===== config.mk =====
export PLATFORM = sky130hd
export DESIGN_NAME = mmu_feeder
export DESIGN_NICKNAME = d
export VERILOG_FILES = /design/src/rtl/mmu_pkg.sv /design/src/rtl/mmu_skew_lane.sv /design/src/rtl/mmu_feeder.sv
export SDC_FILE = /design/constraint.sdc
export NUM_CORES = 1
export LEC_CHECK = 0
export BUFFER_PORTS_ARGS = -buffer_cell sky130_fd_sc_hd__buf_2
export CAP_MARGIN = 0
export CORE_UTILIZATION = 52
export DETAILED_ROUTE_END_ITERATION = 6
export PLACE_DENSITY_LB_ADDON = 0.2
export SLEW_MARGIN = 20
export SYNTH_ARGS = -nofsm -noshare
export SYNTH_HDL_FRONTEND = slang
export SYNTH_HIERARCHICAL = 1
export SYNTH_SLANG_ARGS = --single-unit

===== constraint.sdc =====
create_clock -name clk -period 1.8 [get_ports clk]
set_input_delay 0.27 -clock clk [delete_from_list [all_inputs] [get_ports clk]]
set_output_delay 0.27 -clock clk [all_outputs]
set_load 0.01 [all_outputs]

===== src/rtl/mmu_pkg.sv =====
`default_nettype none
// ============================================================================
// Module : mmu_pkg
// Brief  : Shared state encoding, size defaults and lane-slice helper for the
//          systolic MMU feeder.
// Rev    : 1.0
// ============================================================================
package mmu_pkg;

   localparam int N_DEFAULT  = 4;
   localparam int DW_DEFAULT = 8;

   typedef enum logic [2:0] {
      ST_IDLE    = 3'd0,
      ST_WT_FILL = 3'd1,
      ST_WT_LOAD = 3'd2,
      ST_STREAM  = 3'd3,
      ST_DRAIN   = 3'd4
   } feeder_state_e;

   // Lane 0 occupies the most-significant slice of every N*DW bus.
   function automatic int lane_lo(input int k, input int n, input int dw);
      return (n - 1 - k) * dw;
   endfunction

endpackage
`default_nettype wire


===== src/rtl/mmu_skew_lane.sv =====
`default_nettype none
// ============================================================================
// Module : mmu_skew_lane
// Brief  : DEPTH-stage shift register with zero reset; one per array lane.
// Rev    : 1.0
// ============================================================================
module mmu_skew_lane #(
   parameter int DEPTH = 1,
   parameter int DW    = 8
) (
   input  logic          clk,
   input  logic          rst_n,
   input  logic [DW-1:0] din_i,
   output logic [DW-1:0] dout_o
);

   logic [DW-1:0] stage_q [DEPTH];

   always_ff @(posedge clk or negedge rst_n) begin
      if (!rst_n) begin
         for (int i = 0; i < DEPTH; i++) begin
            stage_q[i] <= '0;
         end
      end else begin
         stage_q[0] <= din_i;
         for (int i = 1; i < DEPTH; i++) begin
            stage_q[i] <= stage_q[i-1];
         end
      end
   end

   assign dout_o = stage_q[DEPTH-1];

endmodule
`default_nettype wire


===== src/rtl/mmu_feeder.sv =====
`default_nettype none
// ============================================================================
// Module : mmu_feeder
// Brief  : Buffers N weight rows, bursts them into the systolic MMU, then
//          streams diagonally skewed activations, drains and pulses done.
//          Optional FEEDER_TAG_EN adds a skewed per-lane valid tag (row_tag).
// Rev    : 1.0
// ============================================================================
module mmu_feeder
   import mmu_pkg::*;
#(
   parameter int N  = N_DEFAULT,
   parameter int DW = DW_DEFAULT
) (
   input  logic            clk,
   input  logic            rst_n,
   input  logic            start,
   input  logic [N*DW-1:0] wt_in,
   input  logic            wt_valid,
   output logic            wt_ready,
   input  logic [N*DW-1:0] act_in,
   input  logic            act_valid,
   input  logic            act_last,
   output logic            act_ready,
   output logic            control,
   output logic [N*DW-1:0] wt_arr,
   output logic [N*DW-1:0] data_arr,
`ifdef FEEDER_TAG_EN
   output logic [N-1:0]    row_tag,
`endif
   output logic            busy,
   output logic            done
);

   localparam int IW = (N > 1) ? $clog2(N) : 1;
   localparam logic [IW-1:0] C_LAST       = IW'(N - 1);
   localparam logic [IW-1:0] C_DRAIN_LAST = IW'((N > 1) ? N - 2 : 0);

   feeder_state_e     state_q;
   logic [IW-1:0]     cnt_q;
   logic [N*DW-1:0]   wt_buf_q [N];
   logic              wt_ready_q;
   logic              act_ready_q;
   logic              control_q;
   logic [N*DW-1:0]   wt_arr_q;
   logic              busy_q;
   logic              done_q;

   logic              wt_acc;
   logic              act_acc;
   logic [N*DW-1:0]   skew_in;

   assign wt_acc  = wt_valid & wt_ready_q;
   assign act_acc = act_valid & act_ready_q;

   // The array cannot stall, so a non-accept cycle feeds a zero bubble.
   assign skew_in = act_acc ? act_in : '0;

   always_ff @(posedge clk or negedge rst_n) begin
      if (!rst_n) begin
         state_q     <= ST_IDLE;
         cnt_q       <= '0;
         wt_ready_q  <= 1'b0;
         act_ready_q <= 1'b0;
         control_q   <= 1'b0;
         wt_arr_q    <= '0;
         busy_q      <= 1'b0;
         done_q      <= 1'b0;
         for (int i = 0; i < N; i++) begin
            wt_buf_q[i] <= '0;
         end
      end else begin
         done_q    <= 1'b0;
         control_q <= 1'b0;
         wt_arr_q  <= '0;
         case (state_q)
            ST_IDLE: begin
               if (start) begin
                  state_q    <= ST_WT_FILL;
                  busy_q     <= 1'b1;
                  wt_ready_q <= 1'b1;
                  cnt_q      <= '0;
               end
            end
            ST_WT_FILL: begin
               if (wt_acc) begin
                  wt_buf_q[cnt_q] <= wt_in;
                  if (cnt_q == C_LAST) begin
                     state_q    <= ST_WT_LOAD;
                     wt_ready_q <= 1'b0;
                     cnt_q      <= '0;
                  end else begin
                     cnt_q <= cnt_q + IW'(1);
                  end
               end
            end
            ST_WT_LOAD: begin
               control_q <= 1'b1;
               wt_arr_q  <= wt_buf_q[cnt_q];
               if (cnt_q == C_LAST) begin
                  state_q     <= ST_STREAM;
                  act_ready_q <= 1'b1;
                  cnt_q       <= '0;
               end else begin
                  cnt_q <= cnt_q + IW'(1);
               end
            end
            ST_STREAM: begin
               if (act_acc && act_last) begin
                  act_ready_q <= 1'b0;
                  cnt_q       <= '0;
                  // A single-lane array has no skew left to drain.
                  if (N == 1) begin
                     state_q <= ST_IDLE;
                     busy_q  <= 1'b0;
                     done_q  <= 1'b1;
                  end else begin
                     state_q <= ST_DRAIN;
                  end
               end
            end
            ST_DRAIN: begin
               if (cnt_q == C_DRAIN_LAST) begin
                  state_q <= ST_IDLE;
                  busy_q  <= 1'b0;
                  done_q  <= 1'b1;
                  cnt_q   <= '0;
               end else begin
                  cnt_q <= cnt_q + IW'(1);
               end
            end
            default: begin
               state_q <= ST_IDLE;
            end
         endcase
      end
   end

   for (genvar k = 0; k < N; k++) begin : g_lane
      mmu_skew_lane #(
         .DEPTH (k + 1),
         .DW    (DW)
      ) u_skew (
         .clk    (clk),
         .rst_n  (rst_n),
         .din_i  (skew_in[lane_lo(k, N, DW) +: DW]),
         .dout_o (data_arr[lane_lo(k, N, DW) +: DW])
      );
`ifdef FEEDER_TAG_EN
      mmu_skew_lane #(
         .DEPTH (k + 1),
         .DW    (1)
      ) u_tag (
         .clk    (clk),
         .rst_n  (rst_n),
         .din_i  (act_acc),
         .dout_o (row_tag[k])
      );
`endif
   end

   assign wt_ready  = wt_ready_q;
   assign act_ready = act_ready_q;
   assign control   = control_q;
   assign wt_arr    = wt_arr_q;
   assign busy      = busy_q;
   assign done      = done_q;

endmodule
`default_nettype wire


After elaboration in Yosys (flattened, before gate mapping)
Index checks and enable logic that the tools add are counted.
{"block": "classes", "n_reduce_logical": 13, "n_addsub": 1, "n_lt_le_gt_ge": 2, "bitwise": 3, "eq_ne": 12, "n_mux": 33}
{"cell": "$mux 32", "n": 5}
{"cell": "$bwmux 128", "n": 1}
{"cell": "$bmux 32 s2", "n": 1}
{"cell": "$demux 32 s2", "n": 1}
{"cell": "$mux 3", "n": 6}
{"cell": "$pmux 3 s5", "n": 1}
{"cell": "$ne 2x2->1 const B", "n": 6}
{"cell": "$mux 2", "n": 5}
{"cell": "$pmux 2 s5", "n": 1}
{"cell": "$mux 1", "n": 9}
{"cell": "$reduce_and 4->1", "n": 2}
{"cell": "$eq 3x2->1 const B", "n": 2}
{"cell": "$pmux 1 s2", "n": 3}
{"cell": "$reduce_and 3->1", "n": 2}
{"cell": "$reduce_and 6->1", "n": 1}
{"cell": "$reduce_bool 2->1", "n": 3}
{"cell": "$reduce_bool 5->1", "n": 1}
{"cell": "$eq 2x2->1 const B", "n": 2}
{"cell": "$eq 3x1->1 const B", "n": 1}
{"cell": "$eq 3x3->1 const B", "n": 1}
{"cell": "$ge 3x3->1 const B", "n": 1}
{"cell": "$logic_not 3->1", "n": 1}
{"cell": "$lt 3x1->1 const B", "n": 1}
{"cell": "$not 2->3", "n": 1}
{"cell": "4 further kinds", "n": 6}
{"block": "totals", "elab_cells": 86, "register_bits": 250, "output_inout_bits": 69, "input_bits": 70}

Logic depth before layout (Yosys ltp)
Gate-level depths: netlist of run 1.
{"block": "logic_depth", "ltp_word": 6, "mapped_depth": 8, "mapped_depth_nobuf": 6}

Hierarchy
Netlist of run 1, hierarchy kept.
{"mod": "mmu_feeder", "area_each_um2": 7937.6, "seq_area_each_um2": 4254.1, "n_inst": 1, "cells_each": 486}
{"mod": "mmu_skew_lane at g_lane[3].u_skew", "area_each_um2": 860.8, "seq_area_each_um2": 800.8, "n_inst": 1, "cells_each": 40}
{"mod": "mmu_skew_lane at g_lane[2].u_skew", "area_each_um2": 660.6, "seq_area_each_um2": 600.6, "n_inst": 1, "cells_each": 32}
{"mod": "mmu_skew_lane at g_lane[1].u_skew", "area_each_um2": 460.4, "seq_area_each_um2": 400.4, "n_inst": 1, "cells_each": 24}
{"mod": "mmu_skew_lane at g_lane[0].u_skew", "area_each_um2": 200.2, "seq_area_each_um2": 200.2, "n_inst": 1, "cells_each": 8}

Worst setup path after synthesis of run 1
Ideal clock, no wire load.
{"block": "synth_timing", "kind": "reg2reg", "start": "register cnt_q[1]", "end": "register wt_buf_q[100] in the netlist's numbering", "setup_time_ns": 0.125, "t_required_ns": 1.675, "path_stages_with_launch": 9, "path_slack_ns": -0.115, "path_buffers": 4, "synth_period_minus_slack_ns": 1.915, "t_arrival_ns": 1.790, "cell_sequence": "dfrtp_1 clkbuf_1 buf_2 inv_1 ha_1 and4bb_1 buf_6 buf_12 mux2_4"}
{"block": "synth_via", "elab_chain_cells": 6, "word_cells_on_any_way": 7, "classes_between": "2 x order compare; 3 x mux; 1 x bitwise; 1 x reduce/logical"}
{"element": "start: declaration", "line_no": "mmu_feeder.sv:40", "text": "logic [IW-1:0] cnt_q;"}
{"element": "start signal: assignment", "line_no": "mmu_feeder.sv:93", "text": "cnt_q <= cnt_q + IW'(1);"}
{"element": "start signal: assignment", "line_no": "mmu_feeder.sv:105", "text": "cnt_q <= cnt_q + IW'(1);"}
{"element": "start signal: assignment", "line_no": "mmu_feeder.sv:129", "text": "cnt_q <= cnt_q + IW'(1);"}
{"element": "$not 2->3 (not written as such) (*)", "line_no": "mmu_feeder.sv:87", "text": "wt_buf_q[cnt_q] <= wt_in;"}
{"element": "$ge 3x3->1 (not written as such) / $lt 3x1->1 (equally long branches)", "line_no": "mmu_feeder.sv:87"}
{"element": "$logic_and 1x1->1 (not written as such)", "line_no": "mmu_feeder.sv:87"}
{"element": "$mux 32 (not written as such)", "line_no": "mmu_feeder.sv:87"}
{"element": "$demux 32 s2 (*)", "line_no": "mmu_feeder.sv:87"}
{"element": "$bwmux 128 (*)", "line_no": "mmu_feeder.sv:87"}
{"element": "end signal: indexed assignment", "line_no": "mmu_feeder.sv:87"}
{"element": "end: declaration", "line_no": "mmu_feeder.sv:41", "text": "logic [N*DW-1:0] wt_buf_q [N];"}
Mark *: on every way between the ends. The rest lies on a longest branch, timed or not.
A chain may end at the register's enable or synchronous reset.

Final worst setup path of run 1
{"block": "layout_timing", "start": "register cnt_q[0]", "end": "register wt_buf_q[95] in the netlist's numbering"}
Same word-level chain as after synthesis.

==> flow_summary.yaml, run 1 <==
outcome:
  status: "finished clean"
cells_and_area:
  utilization_pct: 64.8
  drive_above_1_share_pct: 50.3
  area_growth_pct: 20.9
  nets: 821
critical_path:
  ff2ff_setup_slack_ns: 0.1
  reg2reg_to: "wt_buf_q[95]$_DFFE_PN0P_"
  required_ns: 2.19
  cp_max_fo: 15
  crit-reg2reg-launch: "cnt_q[0]$_DFFE_PN0P_"
  critPathArrivalTime_ns: 2.10
  crit_start: "cnt_q[0]$_DFFE_PN0P_"
  reg2regPathDepth: 5
  end_kind: "flip-flop"
  slowest_stage: "dfrtp_2"
  crit_type: "reg -> reg"
  crit_path_start_kind: "flip-flop"
  cp_common_cell: "buf_12"
  crit_chain: "buf_12 > ha_1 > and3_2 > buf_12 > mux2_2"
  critPathMaxStageDelay_ns: 0.41
grt:
  antenna_found_initial: 1
  grt_overflow: 0
  grt_pass1_wl_mm: 31.7
  grt_start_max_net_pins: 57
  first_global_vias: 5841
  grtUsageTotal_pct: 20.3
logic_synthesis:
  synth_edf_count: 0
  syn_area_um2: 10100
  syn-num-nets: 664
  yosys_warnings: 6
  synth_flop_cell: "dfrtp_1"
  yosysTopAreaCell: "dfrtp_1"
  synth_cells: 590
  syn_avg_cell_area_um2: 17.2
  synthArstFlopShare_pct: 100
  synthTopCellsByArea: "dfrtp_1, mux2_4, mux4_2"
  yosys.cell_types.count: 33
  ys_seq_elements: 250
  yosysSeqAreaShare_pct: 61.8
  yosysTopAreaCellShare_pct: 61.8
  synthTopCellsByCount: "dfrtp_1, mux2_4, and3_1"
  synth_most_common_cell: "dfrtp_1"
placed_design:
  dp_hpwl_mm: 12.1
  port-buffer-count: 138
  gp_congestion: 0.772
die:
  io_pins: 139
  die_h_um: 142
  rows: 50
  start_util_pct: 53.6
  core_um2: 18900
  die_x_um: 142
  dieArea_um2: 20000
routing:
  routed_wl_mm: 19.1
  first_iter_violations: 182
  drc: 0
  wire_per_inst_um: 18.6
  vias_per_cell: 5.08
  antenna_left: 0
  drtPass1Iterations: 4
  via_count: 5226
pwr:
  p_leak_uw: 0.00597
  comb_power_share_pct: 29.6
  clkPwrFrac_pct: 28.7
  powerDensity_nw_per_um2: 1620
  seqPwrFrac_pct: 41.7
  peakVddDrop_mv: 1.00
  intPower_uw: 14800
  power.switching_uw: 5090
  sw_frac_of_total_pct: 25.6
min_path:
  worst_hold_path_type: "in -> reg"
  hold_depth: 2
  holdCritStartpoint: "act_in[19]"
  hold_end: "g_lane[1].u_skew/stage_q[11]$_DFF_PN0_"
clock_network:
  cts-root-buf: "clkbuf_16"
  htree_num_levels: 1
  post_cts_resized: 0
  cts_buffers: 26
  cts_tree: "yes"
  cts_sinks: 250
  post_cts.repair.setup_buffers: 0
  cts_hold_buf: 23
  insertion_delay_ns: 0.52
  clock_path_buffers: 3
  clkTransAtPathRegs_ns: 0.06
timing:
  tightest_slew_ns: 0.418
  drv_slew: 0
  finalCriticalPeriod_ns: 1.70
  slew-limit-headroom_pct: 72.1
  skew_ns: 0.0134
  fin_tns_setup_ns: 0
  fmax_ghz: 0.588
  finalCritPeriodShare_pct: 94.5
  finalHoldViolCount: 0
  setup_viol: 0
  rsz0062_at_grt: "no"
run:
  max_cap_viol_count: 0
==> cell families after synthesis <==
family                   share of synthesized area [%]
flip-flops                                        61.8
multiplexers                                      26.1
AND/OR/NAND/NOR                                   5.60
buffers and inverters                             5.03
AO/OA/AOI/OAI                                    0.828
adder cells (fa/ha/maj)                          0.495
XOR/XNOR                                        0.0866
==> placed cells by master (no fill, tap or decap), types with 2 or more instances in the layout <==
cell,netlist,layout
a21oi_1,4,4
a31oi_1,2,2
and3_1,36,33
and3_2,0,3
buf_12,3,14
buf_2,5,137
buf_4,30,12
bufinv_16,0,4
clkbuf_16,0,27
clkbuf_8,0,6
clkinv_2,0,7
dfrtp_1,250,248
dfrtp_2,0,2
diode_2,0,2
dlygate4sd3_1,0,25
ha_1,4,3
inv_1,4,4
mux2_1,2,2
mux2_2,8,8
mux2_4,120,120
mux4_2,32,32
nand2_1,6,6
nand3_1,9,8
nor2_1,2,2
nor2_2,3,3
nor2b_1,32,32
o21ai_0,4,4
==> state kept, by name (all words and copies together) (netlist names) <==
signal	flops
control	1
busy	1
done	1
g_lane.u_skew/stage_q	48
wt_arr	32
state_q	3
act_ready	1
wt_buf_q	128
cnt_q	2
wt_ready	1
g_lane.u_skew/dout_o	32
==> power by group through the flow <==
stage	Combinational [uW]	Sequential (uW)	Clock (uW)
global placement	5720	8230	0
CTS	5940	8280	5820
floorplan	4760	8080	0
detailed placement	5870	8340	0
finish	5870	8280	5690
global route	6310	8490	6050
==> through the flow <==
stage	std cells	worst slack [ns]	cell area [um2]	total power [uW]	hold WS (ns)
3_5_place_dp	954	0.0978	11000	14200	0.217
5_1_grt	1027	0.00794	12200	20800	0.00182
6_report	1028	0.0997	12200	19800	0.0115
3_3_place_gp	954	0.145	11000	14000	0.210
4_1_cts	1024	0.0806	12200	20000	0.000172
2_1_floorplan	590	-0.00425	10100	12800	-0.0256
==> final cells by class <==
cell class,count,area [um2]
Antenna cell,2,5.00
Clock buffer,34,762
Clock inverter,13,171
Fill cell,1367,6660
Inverter,5,18.8
Multi-Input combinational cell,275,3370
Sequential cell,250,6260
Tap cell,260,325
Timing Repair Buffer,189,1320
==> how the worst max path moves through the flow <==
| stage | endpoint | cells after the start |
|---|---|---|
| after detailed placement | wt_buf_q[95]$_DFFE_PN0P_ | 5 |
| after global placement | wt_buf_q[32]$_DFFE_PN0P_ | 5 |
| after global routing | wt_buf_q[95]$_DFFE_PN0P_ | 5 |
| final | wt_buf_q[95]$_DFFE_PN0P_ | 5 |
| after CTS | wt_buf_q[95]$_DFFE_PN0P_ | 5 |
| after floorplan | wt_buf_q[43]$_DFFE_PN0P_ | 8 |
==> critical path: cells and delay by family, from the launching register on <==
family / cells / cell delay, ns
adder cells (fa/ha/maj): 1 / 0.17
AND/OR/NAND/NOR: 1 / 0.25
multiplexers: 1 / 0.35
flip-flops: 1 / 0.41
buffers and inverters: 2 / 0.37
==> metal layers <==
metal	share of wire [%]	up-vias	track usage, %
met5	0	-	0
met4	1.7	0	5.60
met3	4.9	27	3.81
met2	49	134	34.0
met1	45	2710	27.4
li1	-	2355	-
No activity file was read; power rests on OpenSTA's default activity.
==> inputs of run 2 (changes only) <==
--- a/config.mk
+++ b/config.mk
@@ -7,11 +7,11 @@
 export LEC_CHECK = 0
 export BUFFER_PORTS_ARGS = -buffer_cell sky130_fd_sc_hd__buf_2
 export CAP_MARGIN = 0
-export CORE_UTILIZATION = 52
+export CORE_UTILIZATION = 51
+export CTS_CLUSTER_DIAMETER = 40
 export DETAILED_ROUTE_END_ITERATION = 6
 export PLACE_DENSITY_LB_ADDON = 0.2
 export SLEW_MARGIN = 20
 export SYNTH_ARGS = -nofsm -noshare
 export SYNTH_HDL_FRONTEND = slang
-export SYNTH_HIERARCHICAL = 1
 export SYNTH_SLANG_ARGS = --single-unit
==> run 2 against run 1 <==
Against the previous run:
- the run now ends with DRC left
- setup slack better by 0.053 ns
- first-iteration DRC count up 65%
- cell area down 1.6%
- global-route usage about the same
- fmax up 3.2%
- sequential power down 23%
- count of clock-buffer cells in the layout up 4
- critical path type unchanged
- critical endpoint is now wt_buf_q[119]$_DFFE_PN0P_
- largest power group is now the clock network
==> flow_summary.yaml, run 2 <==
logic_synthesis:
  synth_edf_count: 0
  yosysSeqAreaShare_pct: 65.5
  yosys.cell_types.count: 31
  yosysTopAreaCellShare_pct: 65.5
  synth_most_common_cell: "dfrtp_1"
  synthArstFlopShare_pct: 100
  synthTopCellsByCount: "dfrtp_1, mux2_2, and3_1"
  syn_avg_cell_area_um2: 16.2
  syn-num-nets: 663
  synthTopCellsByArea: "dfrtp_1, mux2_2, mux4_2"
  yosysTopAreaCell: "dfrtp_1"
  synth_cells: 588
  syn_area_um2: 9550
  synth_flop_cell: "dfrtp_1"
  ys_seq_elements: 250
  yosys_warnings: 0
cells_and_area:
  top_regs: "wt_buf_q (128), g_lane.u_skew.stage_q (48)"
  nets: 846
  largest-register: "wt_buf_q"
  drive_above_1_share_pct: 48.9
  largest_reg_flops: 128
  final_common_cell: "dfrtp_1"
  area_growth_pct: 26.0
  layout_common_cells: "dfrtp_1, buf_2, mux2_2, dlygate4sd3_1, and3_1"
pwr:
  powerDensity_nw_per_um2: 1250
  intPower_uw: 11600
  clkPwrFrac_pct: 43.3
  sw_frac_of_total_pct: 23.1
  seqPwrFrac_pct: 42.2
  comb_power_share_pct: 14.5
  power.switching_uw: 3490
  peakVddDrop_mv: 1.10
  p_leak_uw: 0.00626
placed_design:
  port-buffer-count: 138
  gp_congestion: 0.798
  dp_hpwl_mm: 11.2
  pre_cts_slack_ns: 0.147
routing:
  vias_per_cell: 5.24
  first_iter_violations: 300
  antenna_left: 0
  met1_length_mm: 7.68
  wire_per_inst_um: 18.0
  via_count: 5375
  drc: 2
  drtPass1Iterations: 7
  routed_wl_mm: 18.4
  route.met2.wl_mm: 9.45
  met3_length_um: 969
  dr.max_layer_used: "met5"
grt:
  grtUsageTotal_pct: 20.3
  grt_pass1_wl_mm: 31.0
  grt_overflow: 0
  grt_start_max_net_pins: 71
  antenna_found_initial: 3
  first_global_vias: 5994
timing:
  finalHoldViolCount: 0
  tightest_slew_ns: 0.402
  layout_setup_ws_ns: 0.152
  slew-limit-headroom_pct: 73.2
  skew_ns: 0.0248
  setup_viol: 0
  rsz0062_at_grt: "no"
  drv_slew: 0
  fin_tns_setup_ns: 0
  hold_ws_ns: 0.0200
  finalCriticalPeriod_ns: 1.65
  fmax_ghz: 0.607
  finalCritPeriodShare_pct: 91.5
clock_network:
  clock_path_buffers: 3
  insertion_delay_ns: 0.55
  cts_buffers: 31
  clkTransAtPathRegs_ns: 0.06
  cts_sinks: 250
  post_cts_resized: 0
  cts-root-buf: "clkbuf_16"
  cts_tree: "yes"
  htree_num_levels: 1
critical_path:
  end_kind: "flip-flop"
  cp_max_fo: 11
  critPathArrivalTime_ns: 2.06
  crit_path_start_kind: "flip-flop"
  reg2regPathDepth: 6
  required_ns: 2.21
  crit_type: "reg -> reg"
die:
  die_h_um: 139
  core_um2: 18100
  die_x_um: 139
  start_util_pct: 52.6
  dieArea_um2: 19300
  rows: 49
  io_pins: 139
outcome:
  status: "finished with violations"
  violations: "DRC"
min_path:
  worst_hold_path_type: "in -> reg"
  hold_depth: 2
run:
  max_cap_viol_count: 0
==> run 2: timing repair <==
| action | CTS | global route |
|---|---|---|
| endpoints found under the hold margin | 256 | 0 |
| hold buffers | 44 | 0 |
| setup buffers | 0 | 0 |
==> run 2: cell families after synthesis <==
| family | after synthesis | synth area share [%] |
|---|---|---|
| flops | 250 | 65.5 |
| mux | 163 | 22.9 |
| simple gates | 94 | 5.70 |
| xor+xnor | 1 | 0.0917 |
| fa+ha+maj | 5 | 0.655 |
| buf+inv | 60 | 4.18 |
| compound gates | 15 | 0.956 |
==> run 2: final timing paths <==
kind | startpoint | to | slack, ns
min in group asynchronous | rst_n | wt_arr[3]$_DFF_PN0_ | 0.20
max | cnt_q[0]$_DFFE_PN0P_ | wt_buf_q[119]$_DFFE_PN0P_ | 0.15
max in group asynchronous | rst_n | wt_arr[13]$_DFF_PN0_ | 0.88
min reg2reg | g_lane[3].u_skew.stage_q[21]$_DFF_PN0_ | g_lane[3].u_skew.stage_q[13]$_DFF_PN0_ | 0.34
max reg2reg | cnt_q[0]$_DFFE_PN0P_ | wt_buf_q[119]$_DFFE_PN0P_ | 0.15
min | wt_in[29] | wt_buf_q[93]$_DFFE_PN0P_ | 0.02
==> run 2: power groups by stage <==
stage               clock (uW)  sequential (uW)  combinational, uW
floorplan                    0             6350               1640
global placement             0             6420               2080
detailed placement           0             6470               2140
CTS                       6690             6370               2220
global route              6960             6430               2370
finish                    6540             6370               2180
==> run 2: layout make-up <==
type / count / area (um2)
clock buffers: 38 / 842
repair buffers: 206 / 1420
flip-flops and latches: 250 / 6260
fillers: 1238 / 6110
multi-input cells: 278 / 2930
diodes: 1 / 2.50
clock inverters: 20 / 283
well taps: 229 / 287
inverters: 4 / 15.0
==> run 2: routing by layer <==
layer / vias up / global-route usage (%)
li1: 2431 / -
met1: 2785 / 25.7
met2: 133 / 35.0
met3: 24 / 4.59
met4: 2 / 6.20
met5: - / 0
==> run 2: metrics by stage <==
stage	instances	total power [uW]	util, %	area, um2
after floorplan	588	7990	-	9620
after global placement	923	8490	57.7	10500
after detailed placement	923	8610	57.7	10500
after CTS	1025	15300	66.3	12000
after global routing	1026	15800	66.3	12000
final	1026	15100	66.3	12000
==> run 2: critical path, stage by stage (launching register included) <==
cell and delay, ns:
dfrtp_2 0.46, inv_2 0.11, ha_4 0.14, nand3_2 0.09, nor2_4 0.14, buf_4 0.22
mux2_2 0.36
==> inputs of run 3 (changes only) <==
--- a/config.mk
+++ b/config.mk
@@ -11,6 +11,7 @@
 export CTS_CLUSTER_DIAMETER = 40
 export DETAILED_ROUTE_END_ITERATION = 6
 export PLACE_DENSITY_LB_ADDON = 0.2
+export REMOVE_ABC_BUFFERS = 1
 export SLEW_MARGIN = 20
 export SYNTH_ARGS = -nofsm -noshare
 export SYNTH_HDL_FRONTEND = slang
==> run 3 against run 2 <==
Against the previous run:
- the flow still finishes with violations (DRC)
- routed wire length grew 4.8%
- global-route usage grew 0.31 points
- largest cell class unchanged
- setup slack lost 0.11 ns
- core utilization shrank 1.5 points
- critical path type unchanged
- critical endpoint is now wt_buf_q[127]$_DFFE_PN0P_
- critical path depth grew 1
- sequential cell count is the same
==> flow_summary.yaml, run 3 (synthesized netlist as in run 2, its figures left out) <==
grt:
  first_global_vias: 5974
  grt_use_met3_pct: 3.97
  busiest_layer: "met2"
  grtUsageTotal_pct: 20.6
  globalRouteMet1Util_pct: 25.8
  use_met2_pct: 36.8
  antenna_found_initial: 1
  grt_overflow: 0
  grt_pass1_wl_mm: 31.2
  grt_start_max_net_pins: 55
cells_and_area:
  num-fill-cells: 1302
  utilization_pct: 64.9
  top_regs: "wt_buf_q (128), g_lane.u_skew.stage_q (48)"
  drive_above_1_share_pct: 49.4
  area_growth_pct: 23.2
  final_common_cell: "dfrtp_1"
  largest-register: "wt_buf_q"
  layout_common_cells: "dfrtp_1, buf_2, mux2_2, and3_1"
  fin_area_um2: 11800
  largest_reg_flops: 128
  nets: 836
clock_network:
  clkTransAtPathRegs_ns: 0.06
  cts_buffers: 29
  cts_tree: "yes"
  clock_path_buffers: 3
  htree_num_levels: 1
  cts-root-buf: "clkbuf_16"
  insertion_delay_ns: 0.52
  cts_sinks: 250
routing:
  drc: 8
  routed_wl_mm: 19.3
  vias_per_cell: 5.29
  wire_per_inst_um: 19.2
  via_count: 5312
  antenna_left: 0
  drtPass1Iterations: 7
  first_iter_violations: 228
timing:
  finalCriticalPeriod_ns: 1.75
  tightest_slew_ns: 0.422
  setup_viol: 0
  finalCritPeriodShare_pct: 97.5
  slew-limit-headroom_pct: 71.9
  drv_slew: 0
  finalHoldViolCount: 0
  skew_ns: 0.0113
  hold_ws_ns: 0.0130
  fmax_ghz: 0.570
  fin_tns_setup_ns: 0
critical_path:
  critPathArrivalTime_ns: 2.15
  critPathMaxStageDelay_ns: 0.43
  crit_path_start_kind: "flip-flop"
  end_kind: "flip-flop"
  crit_chain: "inv_2 > ha_2 > nand3_1 > nor2_4 > buf_12 > clkbuf_16 > mux2_2"
  crit_type: "reg -> reg"
  slowest_stage: "dfrtp_2"
  cp_max_fo: 7
  required_ns: 2.20
pwr:
  intPower_uw: 10800
  seqPwrFrac_pct: 45.0
  p_leak_uw: 0.00614
  power.switching_uw: 3320
  powerDensity_nw_per_um2: 1200
  clkPwrFrac_pct: 39.5
  peakVddDrop_mv: 0.822
  comb_power_share_pct: 15.5
  sw_frac_of_total_pct: 23.5
run:
  max_cap_viol_count: 0
die:
  core_um2: 18100
  die_x_um: 139
  die_h_um: 139
  dieArea_um2: 19300
  start_util_pct: 52.6
  io_pins: 139
  rows: 49
placed_design:
  gp_congestion: 0.785
  place_area_um2: 10500
  port-buffer-count: 138
  dp_hpwl_mm: 11.8
outcome:
  status: "finished with violations"
  violations: "DRC"
min_path:
  worst_hold_path_type: "in -> reg"
run 3: cell types whose count changed in the layout (fill, tap and decap cells not counted), moves of 2 or more:
cell / previous run / this run
dlygate4sd3_1: 44 / 29
clkinv_2: 5 / 1
buf_4: 16 / 19
bufinv_16: 6 / 3
clkbuf_8: 4 / 2
ha_2: 0 / 2
run 3: worst max-delay path, delay by kind of cell, from the launching register on:
family	cells	cell delay, ns
buffers and inverters	3	0.40
adders and majority gates	1	0.20
and+or+nand+nor	2	0.26
DFF	1	0.43
muxes	1	0.34
run 3: layout make-up:
cell class                      count  area [um2]  share of cell area (%)
Antenna cell                        1        2.50                  0.0213
Sequential cell                   250        6260                    53.2
Clock inverter                     11         153                    1.30
Multi-Input combinational cell    278        2920                    24.8
Clock buffer                       34         764                    6.49
Inverter                            4        15.0                   0.128
Timing Repair Buffer              198        1380                    11.7
Tap cell                          229         287                    2.43
run 3: power groups by stage:
stage,logic [uW],registers (uW),clock network (uW)
after floorplan,1230,6600,0
after global placement,2060,6400,0
after detailed placement,2140,6450,0
after CTS,2200,6360,5690
after global routing,2370,6430,5930
final,2190,6370,5580
run 3: what timing repair did:
item	CTS	global route
setup buffers	0	1
hold buffers	29	0
endpoints found under the setup margin	0	28
resized for setup	0	4
hold endpoints to repair	75	0
run 3: routing by layer:
metal / part of all wire (%) / up-vias / wire (um)
met5: 0 / - / 0
met4: 1.7 / 0 / 319
met3: 4.3 / 28 / 825
met2: 53 / 110 / 10200
met1: 41 / 2782 / 7970
li1: - / 2392 / -
run 3: through the flow:
| stage | power (uW) | worst slack (ns) | cells |
|---|---|---|---|
| 2_1_floorplan | 7830 | -1.45 | 532 |
| 3_3_place_gp | 8470 | 0.142 | 926 |
| 3_5_place_dp | 8590 | 0.0809 | 926 |
| 4_1_cts | 14200 | 0.0599 | 1000 |
| 5_1_grt | 14700 | -0.0336 | 1004 |
| 6_report | 14100 | 0.0456 | 1005 |
run 3: path summary, 6_finish.rpt:
kind / startpoint / endpoint / slack [ns] / depth (start not counted)
setup / recovery: cnt_q[1]$_DFFE_PN0P_ / wt_buf_q[127]$_DFFE_PN0P_ / 0.05 / 7
max in group asynchronous: rst_n / wt_buf_q[44]$_DFFE_PN0P_ / 0.86 / 3
hold / removal: act_in[9] / g_lane[2].u_skew.stage_q[17]$_DFF_PN0_ / 0.01 / 2
setup reg to reg: cnt_q[1]$_DFFE_PN0P_ / wt_buf_q[127]$_DFFE_PN0P_ / 0.05 / 7
min in group asynchronous: rst_n / g_lane[3].u_skew.dout_o[6]$_DFF_PN0_ / 0.26 / 2
hold reg to reg: g_lane[1].u_skew.stage_q[9]$_DFF_PN0_ / g_lane[1].u_skew.dout_o[1]$_DFF_PN0_ / 0.34 / 0
